### config.mk
export PLATFORM = sky130hd
export DESIGN_NAME = dpram_port_arbiter
export DESIGN_NICKNAME = d
export VERILOG_FILES = /design/src/rtl/dpram_arb_pkg.sv /design/src/rtl/rr_pick2.sv /design/src/rtl/dpram_port_arbiter.sv
export SDC_FILE = /design/constraint.sdc
export NUM_CORES = 1
export LEC_CHECK = 0
export BUFFER_PORTS_ARGS = -buffer_cell sky130_fd_sc_hd__buf_2
export CORE_AREA = 2 2 99 101
export DETAILED_ROUTE_END_ITERATION = 16
export DIE_AREA = 0 0 101 103
export PLACE_DENSITY_LB_ADDON = 0.2
export SLEW_MARGIN = 20
export SYNTH_ARGS = -nofsm -noshare
export SYNTH_HDL_FRONTEND = slang
export SYNTH_SLANG_ARGS = --single-unit
export TNS_END_PERCENT = 50
### constraint.sdc
create_clock -name clk_i -period 2.3 [get_ports clk_i]
set_clock_uncertainty 0.2 [all_clocks]
set_input_delay 0.46 -clock clk_i [delete_from_list [all_inputs] [get_ports clk_i]]
set_output_delay 0.46 -clock clk_i [all_outputs]
set_load 0.02 [all_outputs]
### src/rtl/dpram_arb_pkg.sv
// Shared types and default sizes for the dual-port RAM port arbiter.
// The requester index is one bit because the arbiter always serves exactly two masters.
package dpram_arb_pkg;

  localparam int DEF_DATA_WIDTH = 40;
  localparam int DEF_DEPTH      = 1024;
  localparam int DEF_BE_WIDTH   = 4;

  typedef enum logic {
    ARB    = 1'b0,
    LOCKED = 1'b1
  } arb_state_e;

  typedef logic req_idx_t;

endpackage

### src/rtl/rr_pick2.sv
// Pure two-way round-robin pick: a lone requester always wins, and a tie goes to prio.
module rr_pick2
  import dpram_arb_pkg::*;
(
  input  logic [1:0] req,
  input  req_idx_t   prio,
  output logic [1:0] win
);

  always_comb begin
    win = req;
    if (req == 2'b11) begin
      win = prio ? 2'b10 : 2'b01;
    end
  end

endmodule

### src/rtl/dpram_port_arbiter.sv
// Shares one RAM port between two masters with round-robin arbitration, a bounded
// lock, and routing of the one-cycle-latency read data back to the issuing requester.
module dpram_port_arbiter
  import dpram_arb_pkg::*;
#(
  parameter int DataWidth = DEF_DATA_WIDTH,
  parameter int Depth     = DEF_DEPTH,
  parameter int AddrWidth = $clog2(Depth),
  parameter int BeWidth   = DEF_BE_WIDTH,
  parameter int MaxBurst  = 8
) (
  input  logic                   clk_i,
  input  logic                   rst_i,
  input  logic [1:0]             req_i,
  input  logic [1:0]             lock_i,
  input  logic [1:0]             wren_i,
  input  logic [2*AddrWidth-1:0] addr_i,
  input  logic [2*DataWidth-1:0] wdata_i,
  input  logic [2*BeWidth-1:0]   be_i,
  output logic [1:0]             gnt_o,
  output logic [1:0]             rvalid_o,
  output logic [DataWidth-1:0]   rdata_o,
  output logic [AddrWidth-1:0]   ram_addr_o,
  output logic [DataWidth-1:0]   ram_din_o,
  output logic [BeWidth-1:0]     ram_be_o,
  output logic                   ram_wren_o,
  output logic                   ram_rden_o,
  input  logic [DataWidth-1:0]   ram_dout_i,
  output arb_state_e             state_o
);

  // Handshake: a requester raises req_i with stable addr/wdata/be/wren and holds
  // them until it sees gnt_o in the same cycle; the access completes on that edge.
  // A read's data arrives with rvalid_o one cycle after its grant.

  localparam int CntW = $clog2(MaxBurst + 1);

  arb_state_e      state_q, state_d;
  req_idx_t        prio_q, prio_d;
  req_idx_t        owner_q, owner_d;
  logic [CntW-1:0] cnt_q, cnt_d;
  logic            tag_valid_q;
  req_idx_t        tag_idx_q;

  logic [1:0] arb_win;
  logic [1:0] gnt;
  req_idx_t   win_idx;
  req_idx_t   sel;

  rr_pick2 u_pick (
    .req  (req_i),
    .prio (prio_q),
    .win  (arb_win)
  );

  assign win_idx = arb_win[1];

  always_comb begin
    state_d = state_q;
    prio_d  = prio_q;
    owner_d = owner_q;
    cnt_d   = cnt_q;
    gnt     = 2'b00;
    case (state_q)
      ARB: begin
        gnt = arb_win;
        if (|arb_win) begin
          prio_d = ~win_idx;
          // A one-beat burst limit would release on the same grant, so never lock.
          if (lock_i[win_idx] && (MaxBurst > 1)) begin
            state_d = LOCKED;
            owner_d = win_idx;
            cnt_d   = CntW'(1);
          end
        end
      end
      LOCKED: begin
        if (req_i[owner_q]) begin
          gnt[owner_q] = 1'b1;
          cnt_d        = cnt_q + 1'b1;
          if (!lock_i[owner_q] || (cnt_d == CntW'(MaxBurst))) begin
            state_d = ARB;
            prio_d  = ~owner_q;
            cnt_d   = '0;
          end
        end else begin
          state_d = ARB;
          prio_d  = ~owner_q;
          cnt_d   = '0;
        end
      end
      default: state_d = ARB;
    endcase
  end

  always_ff @(posedge clk_i or posedge rst_i) begin
    if (rst_i) begin
      state_q <= ARB;
      prio_q  <= 1'b0;
      owner_q <= 1'b0;
      cnt_q   <= '0;
    end else begin
      state_q <= state_d;
      prio_q  <= prio_d;
      owner_q <= owner_d;
      cnt_q   <= cnt_d;
    end
  end

  // With no grant, sel stays 0 so the port idles on requester-0 fields.
  assign sel        = gnt[1];
  assign gnt_o      = gnt;
  assign ram_addr_o = sel ? addr_i[2*AddrWidth-1:AddrWidth] : addr_i[AddrWidth-1:0];
  assign ram_din_o  = sel ? wdata_i[2*DataWidth-1:DataWidth] : wdata_i[DataWidth-1:0];
  assign ram_be_o   = sel ? be_i[2*BeWidth-1:BeWidth] : be_i[BeWidth-1:0];
  assign ram_wren_o = |(gnt & wren_i);
  assign ram_rden_o = |(gnt & ~wren_i);

  always_ff @(posedge clk_i or posedge rst_i) begin
    if (rst_i) begin
      tag_valid_q <= 1'b0;
      tag_idx_q   <= 1'b0;
    end else begin
      tag_valid_q <= ram_rden_o;
      tag_idx_q   <= sel;
    end
  end

  assign rvalid_o = tag_valid_q ? (tag_idx_q ? 2'b10 : 2'b01) : 2'b00;
  assign rdata_o  = ram_dout_i;
  assign state_o  = state_q;

endmodule

==> run_results.csv, run 1 <==
group,metric,value,unit
outcome,run_status,"finished, violations left",
outcome,failed_checks,"hold timing, setup timing",
synthesis,syn_nets,313,
synthesis,syn_area_per_cell,9.55,um2
power_and_ir_drop,power_density,788,nW/um2
sta,hold_viol_final,6,
sta,period_minus_slack,2.47,ns
place,portBuffers,176,
power_and_ir_drop,switching_share,0.435,
worst_hold_path,hold_class,"input port to asynchronous set/reset pin",
global_routing,busiest_layer,"met2",
layout,mostFrequentLayoutCells,"154 x buf_2, 37 x mux2_2, 19 x buf_6",
detailed_routing,vias_per_cell,4.13,
sta,fin_crit_sh,1.08,
floorplanning,initial_core_util,0.158,
critical_path,critical_path_required,1.64,ns
detailed_routing,ant_nets,0,
layout,finalNetCount,458,
synthesis,synthDistinctLibCells,30,
power_and_ir_drop,combinationalPowerShare,0.780,
detailed_routing,route.detailed.drc,0,
clock_tree,postCtsHoldBufs,0,
place,gp_congestion,0.746,
critical_path,crit_arrival,1.81,ns
detailed_routing,dr.first_iter.drc_count,34,
power_and_ir_drop,p_leak,0.00140,uW
power_and_ir_drop,peakVddDrop,0.203,mV
synthesis,ys_warn_count,0,
floorplanning,dieHeight,103,um
critical_path,path_class,"flop to output port",
sta,slew-limit-headroom,0.638,
global_routing,grtUsageTotal,0.120,
clock_tree,cts-buffers-inserted,3,
sta,setup_ws,-0.173,ns
synthesis,synth-edff-count,0,
detailed_routing,dr.pass1.iters,4,
detailed_routing,wirelength,7400,um
sta,tightest_slew,0.543,ns
clock_tree,insertion_delay,0.24,ns
global_routing,use_met1,0.152,
synthesis,synth_area_leaders,"mux2_2 41%, buf_4 20%, dfrtp_1 15%",
synthesis,syn-cell-area,1490,um2
global_routing,grt_max_degree,22,
critical_path,cp_max_fo,10,
floorplanning,io-pin-count,257,
sta,slew_viol_final,0,
place,dp_hpwl,6100,um
clock_tree,cts_tree,"done",
power_and_ir_drop,clkPwrFrac,0.095,
layout,final_util,0.276,
sta,finalSetupViolCount,55,
clock_tree,cts_num_sinks,9,
power_and_ir_drop,p_switching,893,uW
global_routing,antenna_found_initial,10,
synthesis,synth_async_sr_flop_share,1.00,
sta,rsz0062_at_grt,"true",
global_routing,met3_usage,0.0942,
clock_tree,clkTransAtPathRegs,0.05,ns
synthesis,synth.ff_latch_count,9,
layout,layout-drive-gt1-share,0.833,
place,place_inst,406,
power_and_ir_drop,p_seq_frac,0.125,
synthesis,synth_top_area_share,0.408,
clock_tree,clock_path_buffers,2,
synthesis,yosysTopAreaCell,"mux2_2",
synthesis,synth_cells,156,
floorplanning,die_area,10400,um2
layout,final_area,2610,um2
floorplanning,core_area,9460,um2
layout,final_common_cell,"buf_2",
sta,hold_slack,-0.00386,ns
place,dp_slack,-0.0683,ns
layout,areaGrowthSynthToFinish,74.9,%
synthesis,synth_ff_type,"dfrtp_1",
sta,max_freq,404,MHz
power_and_ir_drop,p_total,2050,uW
layout,instances_no_fill,420,
global_routing,use_met2,0.161,
clock_tree,htreeDepth,1,
clock_tree,cts_root_buffer,"clkbuf_8",
floorplanning,rows,36,
critical_path,end_kind,"output port",
run,drv_cap,0,
global_routing,grt_first_pass_wirelength,8950,um
power_and_ir_drop,power.internal,1160,uW
synthesis,ys_seq_area_frac,0.151,
critical_path,worstSetupStartpointType,"flop",
detailed_routing,avgRoutedWirePerCell,17.6,um
global_routing,grt_pass1_vias,1517,
global_routing,grt_overflow,0,
detailed_routing,vias,1734,
place,placed_area,2220,um2
floorplanning,die_x,101,um
## per-stage QoR
step,hold slack [ns],TNS (ns)
after floorplan,0.0879,0
after CTS,0.0195,-9.14
after global placement,0.266,-0.265
after detailed placement,0.277,-1.50
after global routing,0.0407,-11.87
final,-0.00386,-7.90
## cells by family after synthesis
| group | after synthesis | share of synthesized area |
|---|---|---|
| mux | 55 | 0.415 |
| fa+ha+maj | 1 | 0.00839 |
| buf+inv | 52 | 0.259 |
| simple gates | 19 | 0.0689 |
| compound gates | 19 | 0.0924 |
| flops | 9 | 0.151 |
| xor+xnor | 1 | 0.00588 |
## cell type report
cell class | instances | area (um2)
Inverter | 5 | 18.8
Antenna cell | 6 | 15.0
Timing Repair Buffer | 187 | 1190
Clock inverter | 1 | 5.00
Multi-Input combinational cell | 95 | 966
Sequential cell | 9 | 225
Fill cell | 1017 | 6850
Tap cell | 114 | 143
Clock buffer | 3 | 41.3
## sequential cells by signal, indices dropped and copies added (netlist names)
signal and cells:
tag_idx_q 1, cnt_q 4, owner_q 1, tag_valid_q 1
prio_q 1, state_o 1
## critical path: stages (launching register included)
cell       delay, ns
dfrtp_1         0.39
nand2b_4        0.16
o211ai_4        0.19
buf_12          0.17
clkbuf_16       0.17
mux2_2          0.33
buf_2           0.16
## repair_timing
item / in CTS / in global routing
resized for setup: 25 / 41
gates cloned: 2 / 1
pin swaps: 1 / 0
endpoints found under the setup margin: 56 / 57
setup buffers: 1 / 0
## path summary, 6_finish.rpt
kind	slack [ns]	endpoint	depth (start not counted)	start
setup / recovery	-0.17	ram_addr_o[5]	6	prio_q$_DFFE_PP0P_
min in group clk_i	0.25	tag_valid_q$_DFF_PP0_	2	wren_i[1]
hold reg to reg	0.32	cnt_q[1]$_DFFE_PP0P_	1	cnt_q[1]$_DFFE_PP0P_
setup reg to reg	0.50	cnt_q[3]$_DFFE_PP0P_	5	prio_q$_DFFE_PP0P_
max in group asynchronous	1.62	cnt_q[3]$_DFFE_PP0P_	2	rst_i
hold / removal	-0.004	owner_q$_DFFE_PP0P_	2	rst_i
## synthesized netlist by cell type (2+ instances only)
library cell	instances
nor2b_1	3
a22o_1	2
and2_1	3
inv_1	4
dfrtp_1	9
buf_6	5
nand2_1	5
buf_2	2
o21ai_0	5
nand2b_1	4
mux2_2	54
o22ai_1	2
buf_4	40
o2bb2ai_1	2
## power by group through the flow
stage / Combinational, uW / Clock (uW) / Sequential (uW)
floorplan: 958 / 0 / 255
global placement: 1270 / 0 / 261
detailed placement: 1280 / 0 / 259
CTS: 1470 / 202 / 258
global route: 1710 / 211 / 264
finish: 1600 / 194 / 257
## per-layer routing
layer / up-vias / wire (um)
met3: 24 / 1260
met1: 748 / 3100
met4: 8 / 96
met5: - / 55
li1: 811 / -
met2: 143 / 2890
(Power assumes the default switching activity.)
==> inputs of run 2 (changes only) <==
- ABC_AREA: not set -> 1
- CORE_AREA: 2 2 99 101 -> 2 2 100 102
- DIE_AREA: 0 0 101 103 -> 0 0 102 104
- MAX_ROUTING_LAYER: not set -> met4
==> run 2 against run 1 <==
  * Register-to-register slack better by 0.36 ns
  * Synthesized cell count up 90%
  * Clock-buffer cell count up 1
  * Clock power down 5%
  * Sequential power up 7%
  * The run now ends clean
  * Core utilization down 1.7 points
  * Largest cell class unchanged
  * Maximum frequency up 11%
  * Global-route usage down 1.8 points
==> run_results.csv, run 2 <==
group,metric,value,unit
clock_tree,clkTransAtPathRegs,0.04,ns
sta,max_freq,450,MHz
layout,largest_reg_flops,4,
critical_path,critical_path_required,1.64,ns
global_routing,grt_first_pass_wirelength,8590,um
layout,finalNetCount,591,
critical_path,ff2ff_path_depth,8,
worst_hold_path,holdCritStartpoint,"wren_i[1]",
synthesis,synth.ff_latch_count,9,
sta,rsz0062_at_grt,"false",
layout,layout-drive-gt1-share,0.476,
clock_tree,cts_root_buffer,"clkbuf_8",
global_routing,grtUsageTotal,0.103,
synthesis,synth-edff-count,0,
critical_path,cpPeakStageDelay,0.39,ns
floorplanning,die_area,10600,um2
layout,n_fill_cell,1116,
critical_path,startpoint,"prio_q$_DFFE_PP0P_",
floorplanning,io-pin-count,257,
worst_hold_path,hold_class,"input port to flop",
detailed_routing,route.detailed.drc,0,
critical_path,worstSetupStartpointType,"flop",
layout,final_common_cell,"nand2_1",
sta,hold_viol_final,0,
detailed_routing,dr.pass1.iters,4,
clock_tree,cts_tree,"done",
synthesis,synthDistinctLibCells,16,
critical_path,cp-endpoint,"ram_be_o[0]",
sta,finalSetupViolCount,0,
detailed_routing,vias_per_cell,3.82,
synthesis,synth_async_sr_flop_share,1.00,
layout,regMostFlops,"cnt_q",
layout,final_area,2470,um2
critical_path,end_kind,"output port",
critical_path,worstPathCellList,"inv_1 > nand2_2 > nand2_2 > nand2_2 > nand2_4 > inv_6 > buf_12 > nand2_1 > nand2_1 > buf_6",
critical_path,r2r_end,"prio_q$_DFFE_PP0P_",
synthesis,ys_seq_area_frac,0.141,
detailed_routing,ant_nets,0,
place,portBuffers,176,
critical_path,path_delay_family,"simple AND/OR/NAND/NOR gates",
sta,tightest_slew,0.371,ns
global_routing,grt_max_degree,36,
power_and_ir_drop,power_density,1220,nW/um2
synthesis,syn_nets,453,
sta,slew_viol_final,0,
clock_tree,cts_num_sinks,9,
global_routing,antenna_found_initial,1,
sta,finalSetupTns,0,ns
floorplanning,core_area,9550,um2
clock_tree,cts-buffers-inserted,3,
critical_path,crit_arrival,1.56,ns
run,drv_cap,0,
synthesis,synth_top_area_share,0.426,
detailed_routing,wirelength,6390,um
synthesis,yosysMostFrequentCell,"nand2_1",
critical_path,worstSetupPathDepth,10,
sta,slew-limit-headroom,0.753,
critical_path,rr_startpoint,"cnt_q[0]$_DFFE_PP0P_",
critical_path,path_class,"flop to output port",
sta,fin_crit_sh,0.966,
critical_path,worst_path_max_delay_cell,"dfrtp_1",
clock_tree,clock_path_buffers,2,
power_and_ir_drop,peakVddDrop,0.535,mV
clock_tree,htreeDepth,1,
critical_path,cp_num_buf_inv,4,
critical_path,rrSetupSlack,0.86,ns
floorplanning,rows,36,
synthesis,syn-cell-area,1600,um2
power_and_ir_drop,p_leak,0.00164,uW
detailed_routing,vias,2166,
place,placed_area,2290,um2
synthesis,synth_cells,296,
floorplanning,dieHeight,104,um
global_routing,grt_overflow,0,
layout,areaGrowthSynthToFinish,54.5,%
place,dp_hpwl,5070,um
floorplanning,initial_core_util,0.167,
place,gp_congestion,0.920,
layout,mostFrequentLayoutCells,"181 x nand2_1, 172 x buf_2, 14 x inv_1",
global_routing,grt_pass1_vias,1849,
synthesis,ys_warn_count,0,
critical_path,cpMostUsedCell,"nand2_2",
detailed_routing,dr.first_iter.drc_count,78,
synthesis,synth_ff_type,"dfrtp_1",
synthesis,yosysTopAreaCell,"nand2_1",
synthesis,synth_commonest_cells,"181 x nand2_1, 44 x buf_4, 14 x inv_1, 14 x nand2_2, 11 x nand3_1",
clock_tree,insertion_delay,0.23,ns
floorplanning,die_x,102,um
critical_path,cp_max_fo,17,
sta,period_minus_slack,2.22,ns
synthesis,synth_area_leaders,"nand2_1 43%, buf_4 21%, dfrtp_1 14%",
outcome,run_status,"finished clean",
synthesis,syn_area_per_cell,5.39,um2
detailed_routing,avgRoutedWirePerCell,11.3,um
[run 2: changes by cell type in the layout (fill, tap and decap cells not counted), moves of 4 or more]
cell / before / now
buf_2: 154 / 172
buf_4: 8 / 4
buf_6: 19 / 2
diode_2: 6 / 1
inv_1: 4 / 14
mux2_2: 37 / 0
mux2_4: 17 / 0
nand2_1: 5 / 181
nand2_2: 0 / 13
nand3_1: 0 / 11
nor2_1: 1 / 5
[run 2: how the worst min path moves through the flow]
stage,slack [ns],depth (start not counted),end
final,0.29,2,tag_valid_q$_DFF_PP0_
after detailed placement,0.25,2,tag_idx_q$_DFF_PP0_
after floorplan,0.09,1,cnt_q[0]$_DFFE_PP0P_
after global placement,0.25,2,tag_idx_q$_DFF_PP0_
after CTS,0.30,2,prio_q$_DFFE_PP0P_
after global routing,0.29,2,tag_valid_q$_DFF_PP0_
[run 2: where the power goes]
group | total (uW) | leakage [uW] | internal (uW) | switching [uW]
clock network | 185 | 0.0000228 | 121 | 63.7
registers | 275 | 0.000114 | 217 | 58.1
logic | 2550 | 0.00150 | 934 | 1620
total | 3010 | 0.00164 | 1270 | 1740
[run 2: metal layers]
layer  up-vias  share of wire  track usage
li1       1119              -            -
met1       915           0.40        0.117
met2       123           0.51        0.184
met3         9          0.082       0.0168
met4         0          0.015       0.0276
met5         -              0            -
[run 2: final cells by class]
| cell class | count | area, um2 | area share |
|---|---|---|---|
| inverters | 16 | 67.6 | 0.0274 |
| diodes | 1 | 2.50 | 0.00101 |
| flip-flops and latches | 9 | 226 | 0.0918 |
| well taps | 133 | 166 | 0.0675 |
| repair buffers | 185 | 1050 | 0.427 |
| clock buffers | 4 | 45.0 | 0.0183 |
| multi-input cells | 219 | 905 | 0.367 |
[run 2: logic make-up (layout without fill, tap and decap cells)]
| kind of cell | Yosys count | after routing | synth area share |
|---|---|---|---|
| flops | 9 | 9 | 0.141 |
| other cells | 0 | 1 | 0 |
| compound gates | 4 | 4 | 0.0133 |
| fa+ha+maj | 1 | 1 | 0.00784 |
| simple gates | 214 | 214 | 0.538 |
| buf+inv | 68 | 205 | 0.299 |
[run 2: per-stage QoR]
step | util | std cells | power (uW) | setup slack (ns) | hold slack, ns
final | 0.258 | 567 | 3010 | 0.0784 | 0.292
after CTS | 0.247 | 563 | 2830 | 0.000815 | 0.299
after global placement | 0.240 | 558 | 2610 | 0.0378 | 0.255
after global routing | 0.258 | 567 | 3270 | 0.00272 | 0.289
after floorplan | - | 296 | 2010 | 0.262 | 0.0879
after detailed placement | 0.240 | 558 | 2600 | 0.0436 | 0.251
[run 2: repair_timing]
action,CTS,global route
resized for setup,4,14
setup buffers,0,1
setup endpoints to repair,46,56
pin swaps,0,1
hold buffers,1,0
hold endpoints to repair,4,0
gates cloned,0,2
==> inputs of run 3 (changes only) <==
- PLACE_DENSITY: not set -> 0.54
- PLACE_DENSITY_LB_ADDON: 0.2 -> not set
==> run 3 against run 2 <==
  * The run now ends with hold timing left
  * Clock-buffer cell count is the same
  * Non-clock buffer count is the same
  * Die area stayed put
==> run_results.csv, run 3 (synthesis results as in run 2) <==
group,metric,value,unit
global_routing,grt_first_pass_wirelength,8940,um
critical_path,worstSetupStartpointType,"flop",
power_and_ir_drop,p_seq_frac,0.089,
power_and_ir_drop,peakVddDrop,0.460,mV
floorplanning,io-pin-count,257,
global_routing,antenna_found_initial,3,
run,drv_cap,0,
critical_path,cp_max_fo,27,
place,gp_congestion,0.859,
sta,tightest_slew,0.345,ns
floorplanning,dieHeight,104,um
detailed_routing,route.detailed.drc,0,
detailed_routing,avgRoutedWirePerCell,12.2,um
global_routing,grtUsageTotal,0.108,
outcome,failed_checks,"hold timing",
sta,slew-limit-headroom,0.770,
clock_tree,cts_num_sinks,9,
layout,areaGrowthSynthToFinish,54.5,%
layout,layout-drive-gt1-share,0.476,
detailed_routing,dr.pass1.iters,6,
sta,slew_viol_final,0,
place,placed_area,2280,um2
sta,finalSetupTns,0,ns
power_and_ir_drop,p_total,3050,uW
sta,hold_viol_final,9,
critical_path,ff2ff_path_depth,7,
place,dp_hpwl,5400,um
critical_path,cp-endpoint,"ram_rden_o",
critical_path,worst_path_max_delay_cell,"dfrtp_1",
clock_tree,cts_tree,"done",
detailed_routing,dr.first_iter.drc_count,64,
sta,hold_slack,-0.00977,ns
clock_tree,htreeDepth,1,
global_routing,grt_pass1_vias,1938,
critical_path,startpoint,"prio_q$_DFFE_PP0P_",
power_and_ir_drop,clkPwrFrac,0.057,
critical_path,crit_arrival,1.56,ns
power_and_ir_drop,power_density,1240,nW/um2
floorplanning,die_x,102,um
worst_hold_path,hold_class,"input port to asynchronous set/reset pin",
floorplanning,initial_core_util,0.167,
detailed_routing,ant_nets,0,
layout,final_common_cell,"nand2_1",
detailed_routing,vias_per_cell,3.88,
power_and_ir_drop,p_switching,1770,uW
clock_tree,clock_path_buffers,2,
critical_path,critical_path_required,1.64,ns
critical_path,cpPeakStageDelay,0.38,ns
global_routing,grt_overflow,0,
layout,n_fill_cell,1092,
place,portBuffers,176,
power_and_ir_drop,p_leak,0.00164,uW
layout,regMostFlops,"cnt_q",
layout,final_area,2470,um2
critical_path,path_class,"flop to output port",
floorplanning,core_area,9550,um2
outcome,run_status,"finished, violations left",
power_and_ir_drop,combinationalPowerShare,0.854,
layout,finalNetCount,591,
clock_tree,insertion_delay,0.22,ns
sta,finalSetupViolCount,0,
clock_tree,cts_root_buffer,"clkbuf_8",
sta,max_freq,451,MHz
floorplanning,die_area,10600,um2
sta,fin_crit_sh,0.965,
power_and_ir_drop,power.internal,1290,uW
global_routing,grt_max_degree,56,
critical_path,end_kind,"output port",
critical_path,rr_startpoint,"prio_q$_DFFE_PP0P_",
clock_tree,cts-buffers-inserted,3,
critical_path,worstPathCellList,"inv_2 > nand2_2 > nand2_2 > nand2_2 > nand2_4 > clkbuf_16 > o22ai_1 > buf_2",
layout,largest_reg_flops,4,
critical_path,rrSetupSlack,0.83,ns
critical_path,cpMostUsedCell,"nand2_2",
detailed_routing,vias,2210,
power_and_ir_drop,switching_share,0.579,
sta,period_minus_slack,2.22,ns
layout,mostFrequentLayoutCells,"181 x nand2_1, 172 x buf_2, 13 x inv_1, 13 x nand2_2, 11 x nand3_1",
detailed_routing,wirelength,6960,um
floorplanning,rows,36,
critical_path,r2r_end,"tag_valid_q$_DFF_PP0_",
clock_tree,clkTransAtPathRegs,0.04,ns
==> run 3: worst min-delay path by stage <==
stage | depth (start not counted) | start | endpoint | slack [ns]
after floorplan | 1 | rst_i | cnt_q[0]$_DFFE_PP0P_ | 0.09
after global placement | 2 | rst_i | tag_idx_q$_DFF_PP0_ | 0.23
after detailed placement | 2 | rst_i | tag_idx_q$_DFF_PP0_ | 0.24
after CTS | 2 | rst_i | tag_idx_q$_DFF_PP0_ | 0.0005
after global routing | 2 | rst_i | tag_idx_q$_DFF_PP0_ | 0.02
final | 2 | rst_i | tag_idx_q$_DFF_PP0_ | -0.01
==> run 3: repair_timing <==
| item | 4_1_cts | 5_1_grt |
|---|---|---|
| buffers inserted | 1 | 2 |
| pin swaps | 0 | 1 |
| setup endpoints to repair | 5 | 56 |
| gates resized for setup | 1 | 14 |
| cloned | 0 | 3 |
| hold buffers | 0 | 0 |
==> run 3: worst max-delay path: cells and delay by family (launching register included) <==
family                 cells  cell delay [ns]
AO/OA/AOI/OAI              1             0.17
buffers and inverters      3             0.47
AND/OR/NAND/NOR            4             0.29
flip-flops                 1             0.38
==> run 3: metrics by stage <==
step | util | hold WS, ns | worst slack [ns] | instances
after floorplan | - | 0.0879 | 0.262 | 296
after global placement | 0.239 | 0.231 | 0.103 | 557
after detailed placement | 0.239 | 0.244 | 0.0594 | 557
after CTS | 0.245 | 0.000488 | 0.0157 | 562
after global routing | 0.258 | 0.0236 | -0.00462 | 569
final | 0.258 | -0.00977 | 0.0816 | 569
==> run 3: final cells by class <==
cell class	count	area, um2	area share
Inverter	16	67.6	0.0274
Antenna cell	3	7.51	0.00304
Clock buffer	4	45.0	0.0183
Multi-Input combinational cell	219	898	0.364
Tap cell	133	166	0.0675
Sequential cell	9	225	0.0913
Timing Repair Buffer	185	1060	0.428
==> run 3: power by group through the flow <==
stage          Sequential [uW]  Clock, uW  Combinational, uW
4_1_cts                    268        183               2360
2_1_floorplan              270          0               1740
3_3_place_gp               271          0               2290
5_1_grt                    280        191               2870
3_5_place_dp               273          0               2330
6_report                   271        174               2610
==> run 3: metal layers <==
layer	part of all wire	track usage	wire length, um	up-vias
met5	0	-	0	-
li1	-	-	-	1122
met4	0.0093	0.0181	65	0
met3	0.11	0.0444	793	10
met2	0.51	0.205	3580	121
met1	0.36	0.102	2520	957
